## config.mk

```make
export PLATFORM = sky130hd
export DESIGN_NAME = mem_resp_stage
export DESIGN_NICKNAME = d
export VERILOG_FILES = /design/src/rtl/mem_resp_stage.sv
export SDC_FILE = /design/constraint.sdc
export NUM_CORES = 1
export LEC_CHECK = 0
export CAP_MARGIN = 10
export CORE_ASPECT_RATIO = 1.4
export CORE_MARGIN = 2
export CORE_UTILIZATION = 55
export CTS_BUF_LIST = sky130_fd_sc_hd__clkbuf_8 sky130_fd_sc_hd__clkbuf_16
export DETAILED_ROUTE_END_ITERATION = 10
export DONT_BUFFER_PORTS = 1
export PLACE_DENSITY_LB_ADDON = 0.1
export SLEW_MARGIN = 0
export SYNTH_ARGS = -nofsm -noshare
export SYNTH_HDL_FRONTEND = slang
export SYNTH_SLANG_ARGS = --single-unit
```

## constraint.sdc

```tcl
create_clock -name clk -period 4.88 [get_ports clk]
set_clock_uncertainty 0.05 [all_clocks]
set_input_delay 0.732 -clock clk [delete_from_list [all_inputs] [get_ports clk]]
set_output_delay 0.732 -clock clk [all_outputs]
set_load 0.05 [all_outputs]
```

## src/rtl/mem_resp_stage.sv

```systemverilog
// Memory-response pipeline stage between EX and WB: waits for the data-memory
// response, extracts sub-word loads, buffers under WB stall and discards stale responses after flush.
module mem_resp_stage #(
  parameter int PC_W        = 32,
  parameter int RF_AW       = 5,
  parameter int MAX_DISCARD = 3,
  parameter int DISC_W      = 2
) (
  input  logic             clk,
  input  logic             resetn,
  input  logic             flush,
  input  logic             es_to_ms_valid,
  output logic             ms_allowin,
  input  logic             es_req,
  input  logic [2:0]       es_ld_op,
  input  logic [1:0]       es_addr_lo,
  input  logic [31:0]      es_rt_value,
  input  logic             es_gr_we,
  input  logic [RF_AW-1:0] es_dest,
  input  logic [31:0]      es_exe_result,
  input  logic [PC_W-1:0]  es_pc,
  input  logic             data_ok,
  input  logic [31:0]      data_rdata,
  output logic             ms_discard_full,
  input  logic             ws_allowin,
  output logic             ms_to_ws_valid,
  output logic             ms_gr_we,
  output logic [RF_AW-1:0] ms_dest,
  output logic [31:0]      ms_final_result,
  output logic [PC_W-1:0]  ms_pc,
  output logic             ms_fwd_valid,
  output logic             ms_fwd_blk,
  output logic [RF_AW-1:0] ms_fwd_dest,
  output logic [31:0]      ms_fwd_data
);

  localparam logic [2:0] LD_LW   = 3'd0;
  localparam logic [2:0] LD_LB   = 3'd1;
  localparam logic [2:0] LD_LBU  = 3'd2;
  localparam logic [2:0] LD_LH   = 3'd3;
  localparam logic [2:0] LD_LHU  = 3'd4;
  localparam logic [2:0] LD_LWL  = 3'd5;
  localparam logic [2:0] LD_LWR  = 3'd6;
  localparam logic [2:0] LD_NONE = 3'd7;

  logic              ms_valid;
  logic              got;
  logic [31:0]       rbuf;
  logic [DISC_W-1:0] disc_cnt;

  logic              req;
  logic [2:0]        ld_op;
  logic [1:0]        addr_lo;
  logic [31:0]       rt_value;
  logic              gr_we;
  logic [RF_AW-1:0]  dest;
  logic [31:0]       exe_result;
  logic [PC_W-1:0]   pc;

  logic              live_ok;
  logic              ms_ready_go;
  logic              accept;
  logic              capture;
  logic              disc_inc;
  logic              disc_dec;
  logic [31:0]       rd;
  logic [31:0]       ld_result;

  // Little-endian sub-word extraction and unaligned-word merge with old rt.
  function automatic logic [31:0] load_extract(input logic [2:0]  op,
                                               input logic [1:0]  a,
                                               input logic [31:0] rdat,
                                               input logic [31:0] rt);
    logic [7:0]  ub;
    logic [15:0] uh;
    logic [31:0] res;
    ub  = rdat[{a, 3'b000} +: 8];
    uh  = a[1] ? rdat[31:16] : rdat[15:0];
    res = rdat;
    case (op)
      LD_LB:  res = {{24{ub[7]}}, ub};
      LD_LBU: res = {24'h0, ub};
      LD_LH:  res = {{16{uh[15]}}, uh};
      LD_LHU: res = {16'h0, uh};
      LD_LWL: begin
        case (a)
          2'd0:    res = {rdat[7:0], rt[23:0]};
          2'd1:    res = {rdat[15:0], rt[15:0]};
          2'd2:    res = {rdat[23:0], rt[7:0]};
          default: res = rdat;
        endcase
      end
      LD_LWR: begin
        case (a)
          2'd1:    res = {rt[31:24], rdat[31:8]};
          2'd2:    res = {rt[31:16], rdat[31:16]};
          2'd3:    res = {rt[31:8], rdat[31:24]};
          default: res = rdat;
        endcase
      end
      default: res = rdat;
    endcase
    return res;
  endfunction

  assign live_ok     = data_ok && (disc_cnt == '0);
  assign ms_ready_go = !req || got || live_ok;
  assign ms_allowin  = !ms_valid || (ms_ready_go && ws_allowin);
  assign accept      = ms_allowin && es_to_ms_valid && !flush;
  assign capture     = ms_valid && req && !got && live_ok;
  // A killed entry still owes a response unless it arrives in the flush cycle itself.
  assign disc_inc    = flush && ms_valid && req && !got && !live_ok;
  assign disc_dec    = data_ok && (disc_cnt != '0);

  assign rd        = got ? rbuf : data_rdata;
  assign ld_result = load_extract(ld_op, addr_lo, rd, rt_value);

  always_ff @(posedge clk or negedge resetn) begin
    if (!resetn) begin
      ms_valid <= 1'b0;
    end else if (flush) begin
      ms_valid <= 1'b0;
    end else if (ms_allowin) begin
      ms_valid <= es_to_ms_valid;
    end
  end

  always_ff @(posedge clk or negedge resetn) begin
    if (!resetn) begin
      req        <= 1'b0;
      ld_op      <= LD_NONE;
      addr_lo    <= 2'd0;
      rt_value   <= 32'h0;
      gr_we      <= 1'b0;
      dest       <= '0;
      exe_result <= 32'h0;
      pc         <= '0;
    end else if (accept) begin
      req        <= es_req;
      ld_op      <= es_ld_op;
      addr_lo    <= es_addr_lo;
      rt_value   <= es_rt_value;
      gr_we      <= es_gr_we;
      dest       <= es_dest;
      exe_result <= es_exe_result;
      pc         <= es_pc;
    end
  end

  always_ff @(posedge clk or negedge resetn) begin
    if (!resetn) begin
      got  <= 1'b0;
      rbuf <= 32'h0;
    end else if (accept) begin
      got <= 1'b0;
    end else if (capture) begin
      got  <= 1'b1;
      rbuf <= data_rdata;
    end
  end

  always_ff @(posedge clk or negedge resetn) begin
    if (!resetn) begin
      disc_cnt <= '0;
    end else if (disc_inc && !disc_dec) begin
      disc_cnt <= disc_cnt + 1'b1;
    end else if (disc_dec && !disc_inc) begin
      disc_cnt <= disc_cnt - 1'b1;
    end
  end

  assign ms_discard_full = (disc_cnt == DISC_W'(MAX_DISCARD));
  assign ms_to_ws_valid  = ms_valid && ms_ready_go;
  assign ms_gr_we        = gr_we;
  assign ms_dest         = dest;
  assign ms_pc           = pc;
  assign ms_final_result = (ld_op != LD_NONE) ? ld_result : exe_result;

  assign ms_fwd_valid = ms_valid && gr_we;
  assign ms_fwd_blk   = ms_valid && gr_we && (ld_op != LD_NONE) && !ms_ready_go;
  assign ms_fwd_dest  = dest;
  assign ms_fwd_data  = ms_final_result;

endmodule

```

==> impl_metrics.json <==
{
  "fp.dieH_um": 154,
  "peakVddDrop_mv": 0.580,
  "power.static_leakage_nw": 3.83,
  "cts_made_buffers": 17,
  "ys_types": 53,
  "grt_antenna_before_repair": 1,
  "pre_cts_slack_ps": 907,
  "gp_congestion": 0.993,
  "clockBufferDepth": 2,
  "place.port_buffers": 0,
  "syn_inst": 823,
  "grt_max_degree": 142,
  "cts.sinks": 144,
  "hpwl_um": 21800,
  "ctsHoldBuffers": 1,
  "cp.arrival_ps": 3700,
  "fin_setup_tns_ps": 0,
  "synth_top_area_share_pct": 40.1,
  "final_max_slew_viol_count": 0,
  "grt_pass1_vias": 7200,
  "avgViaCountPerCell": 6.79,
  "syn_to_final_growth_pct": 8.73,
  "wl_per_cell_um": 29.6,
  "ys_top_cells_by_area": "dfrtp_1, mux2_2, mux2i_1, mux4_2, buf_4",
  "core_um2": 15600,
  "synth_flop_cell": "dfrtp_1",
  "die_width_um": 111,
  "initial_core_util_pct": 56.4,
  "synth_top_area_cell": "dfrtp_1",
  "drive_above_1_share_pct": 35.6,
  "period_needed_ps": 4480,
  "synth-async-reset-ratio_pct": 100,
  "drt-pass1-iter-count": 5,
  "synth_edf_count": 0,
  "criticalPathCategory": "register to output port",
  "place_area_um2": 8950,
  "routed_wirelength_um": 29600,
  "final-setup-viol-count": 0,
  "worst_pin_slew_ps": 963,
  "rows": 54,
  "drtAntennaViolNets": 0,
  "grt_pass1_wl_um": 44800,
  "outcome": "finished clean",
  "drc": 0,
  "drt_iter0_markers": 559,
  "cts_setup_buffers": 0,
  "postCtsResizedCells": 0,
  "fin_ws_ps": 397,
  "fillers": 1276,
  "start_kind": "register",
  "ys_seq_area_share_pct": 41.0,
  "synth_nets": 970,
  "fp.dieArea_um2": 17000,
  "ys_ff_latch": 144,
  "grt_usage_pct": 35.1,
  "stdcell_area_um2": 9570,
  "io_pins": 258,
  "hold_violations": 0,
  "worstPathMaxFanout": 38,
  "overflow": 0,
  "maxCapViolCount": 0,
  "avgSynthCellArea_um2": 10.7,
  "hp-class": "primary input to asynchronous set/reset pin",
  "fmax_mhz": 223,
  "final_net_count": 940,
  "ys_warn_count": 0,
  "required_ps": 4100,
  "cts_tree": "yes",
  "cts.clk_slew.worst_paths_ps": 70,
  "worst_setup_path_end_kind": "output port",
  "cellPowerDensity_nw_per_um2": 689,
  "cp-startpoint": "got",
  "syn_area_um2": 8800,
  "slew_headroom_pct": 35.8,
  "clock_latency_ps": 430,
  "fin_crit_sh_pct": 91.9,
  "cts-root-buf": "clkbuf_16",
  "cts_max_level": 4,
  "vias": 6808,
  "reg2reg_from": "got",
  "rsz0062_at_grt": "no"
}
per-layer routing:
layer / vias to the layer above / GRT usage, % / routed length [um]
met1: 3377 / 39.3 / 10300
met4: 0 / 20.4 / 1870
met5: - / 0 / 0
met3: 98 / 7.06 / 2040
li1: 2938 / - / -
met2: 395 / 61.8 / 15500
metrics by stage:
stage          hold slack [ps]  power [W]  instances  util [%]
3_3_place_gp               389    0.00518        968      57.2
2_1_floorplan              386    0.00463        823         -
4_1_cts                   79.3    0.00659       1002      61.3
5_1_grt                   77.2    0.00684       1003      61.3
6_report                  95.5    0.00659       1003      61.3
3_5_place_dp               389    0.00524        969      57.3
placed cells by master, fill, tap and decap left out, types with 14 or more instances in the layout:
cell type  Yosys  final
clkbuf_16      0     17
mux2_2       142    142
nor2_1        33     33
dfrtp_1      141    140
mux4_2        17     17
buf_4         42     46
a21oi_1       58     58
o211ai_1      19     19
a22oi_1       16     16
o22ai_1       14     14
a31oi_2        0     14
nand2_1       79     79
mux2i_1       40     40
o21ai_0       48     48
synthesized netlist by cell type (4+ instances only):
cell,number
inv_1,10
o211ai_1,19
buf_2,16
mux2_4,9
o221ai_1,7
buf_6,7
mux4_2,17
mux2i_1,40
a22o_1,7
nand2b_1,4
nand2_1,79
a221oi_1,5
o32a_1,7
clkbuf_1,30
buf_4,42
and2_1,5
dfrtp_1,141
nand3_1,5
a21oi_1,58
o21ai_0,48
o22ai_1,14
a31oi_1,15
nor2_1,33
a22oi_1,16
mux2_2,142
or2_2,6
cell families (layout without fill, tap and decap cells):
group,Yosys count,count (layout),share of synthesized area (%)
mux,208,208,28.6
compound gates,207,207,15.0
simple gates,150,150,7.68
flops,144,144,41.0
buf+inv,110,93,7.31
xor+xnor,3,3,0.299
fa+ha+maj,1,1,0.142
other cells,0,1,0
registers in the layout, summed over array words and instances (netlist names):
register / flops
disc_cnt: 2
rt_value: 32
ld_op: 3
req: 1
exe_result: 32
ms_gr_we: 1
ms_dest: 5
got: 1
addr_lo: 2
rbuf: 32
ms_pc: 32
ms_valid: 1
report_power, final:
| group | switching (W) | leakage [nW] | internal, W | total, W |
|---|---|---|---|---|
| Sequential | 0.000637 | 1.72 | 0.00152 | 0.00216 |
| Combinational | 0.00217 | 1.82 | 0.000947 | 0.00312 |
| Clock | 0.000610 | 0.291 | 0.000703 | 0.00131 |
critical path, cell delays in order, from the launching register on:
cell	delay, ps
dfrtp_2	790
buf_4	630
mux2i_1	790
nor2_1	160
a21oi_1	200
o221ai_1	140
a21oi_1	170
a31oi_2	100
buf_4	270
worst paths after layout:
| kind | endpoint | slack [ps] | cells after the start |
|---|---|---|---|
| max reg2reg | rt_value[19] | 1880 | 6 |
| min reg2reg | rbuf[28] | 460 | 1 |
| max | ms_fwd_data[9] | 400 | 8 |
| min | ld_op[1] | 100 | 0 |
| min in group clk | ms_valid | 310 | 1 |
| max in group asynchronous | rt_value[3] | 3950 | 1 |
final cells by class:
type                            count  area [um2]  share of cell area, %
Inverter                           12        45.0                  0.471
Antenna cell                        1        2.50                 0.0262
Clock buffer                       18         439                   4.59
Sequential cell                   144        3610                   37.7
Tap cell                          196         245                   2.56
Clock inverter                     14         154                   1.61
Multi-Input combinational cell    569        4670                   48.8
Timing Repair Buffer               49         408                   4.26
Note: power is estimated with default switching activity, not from simulation.
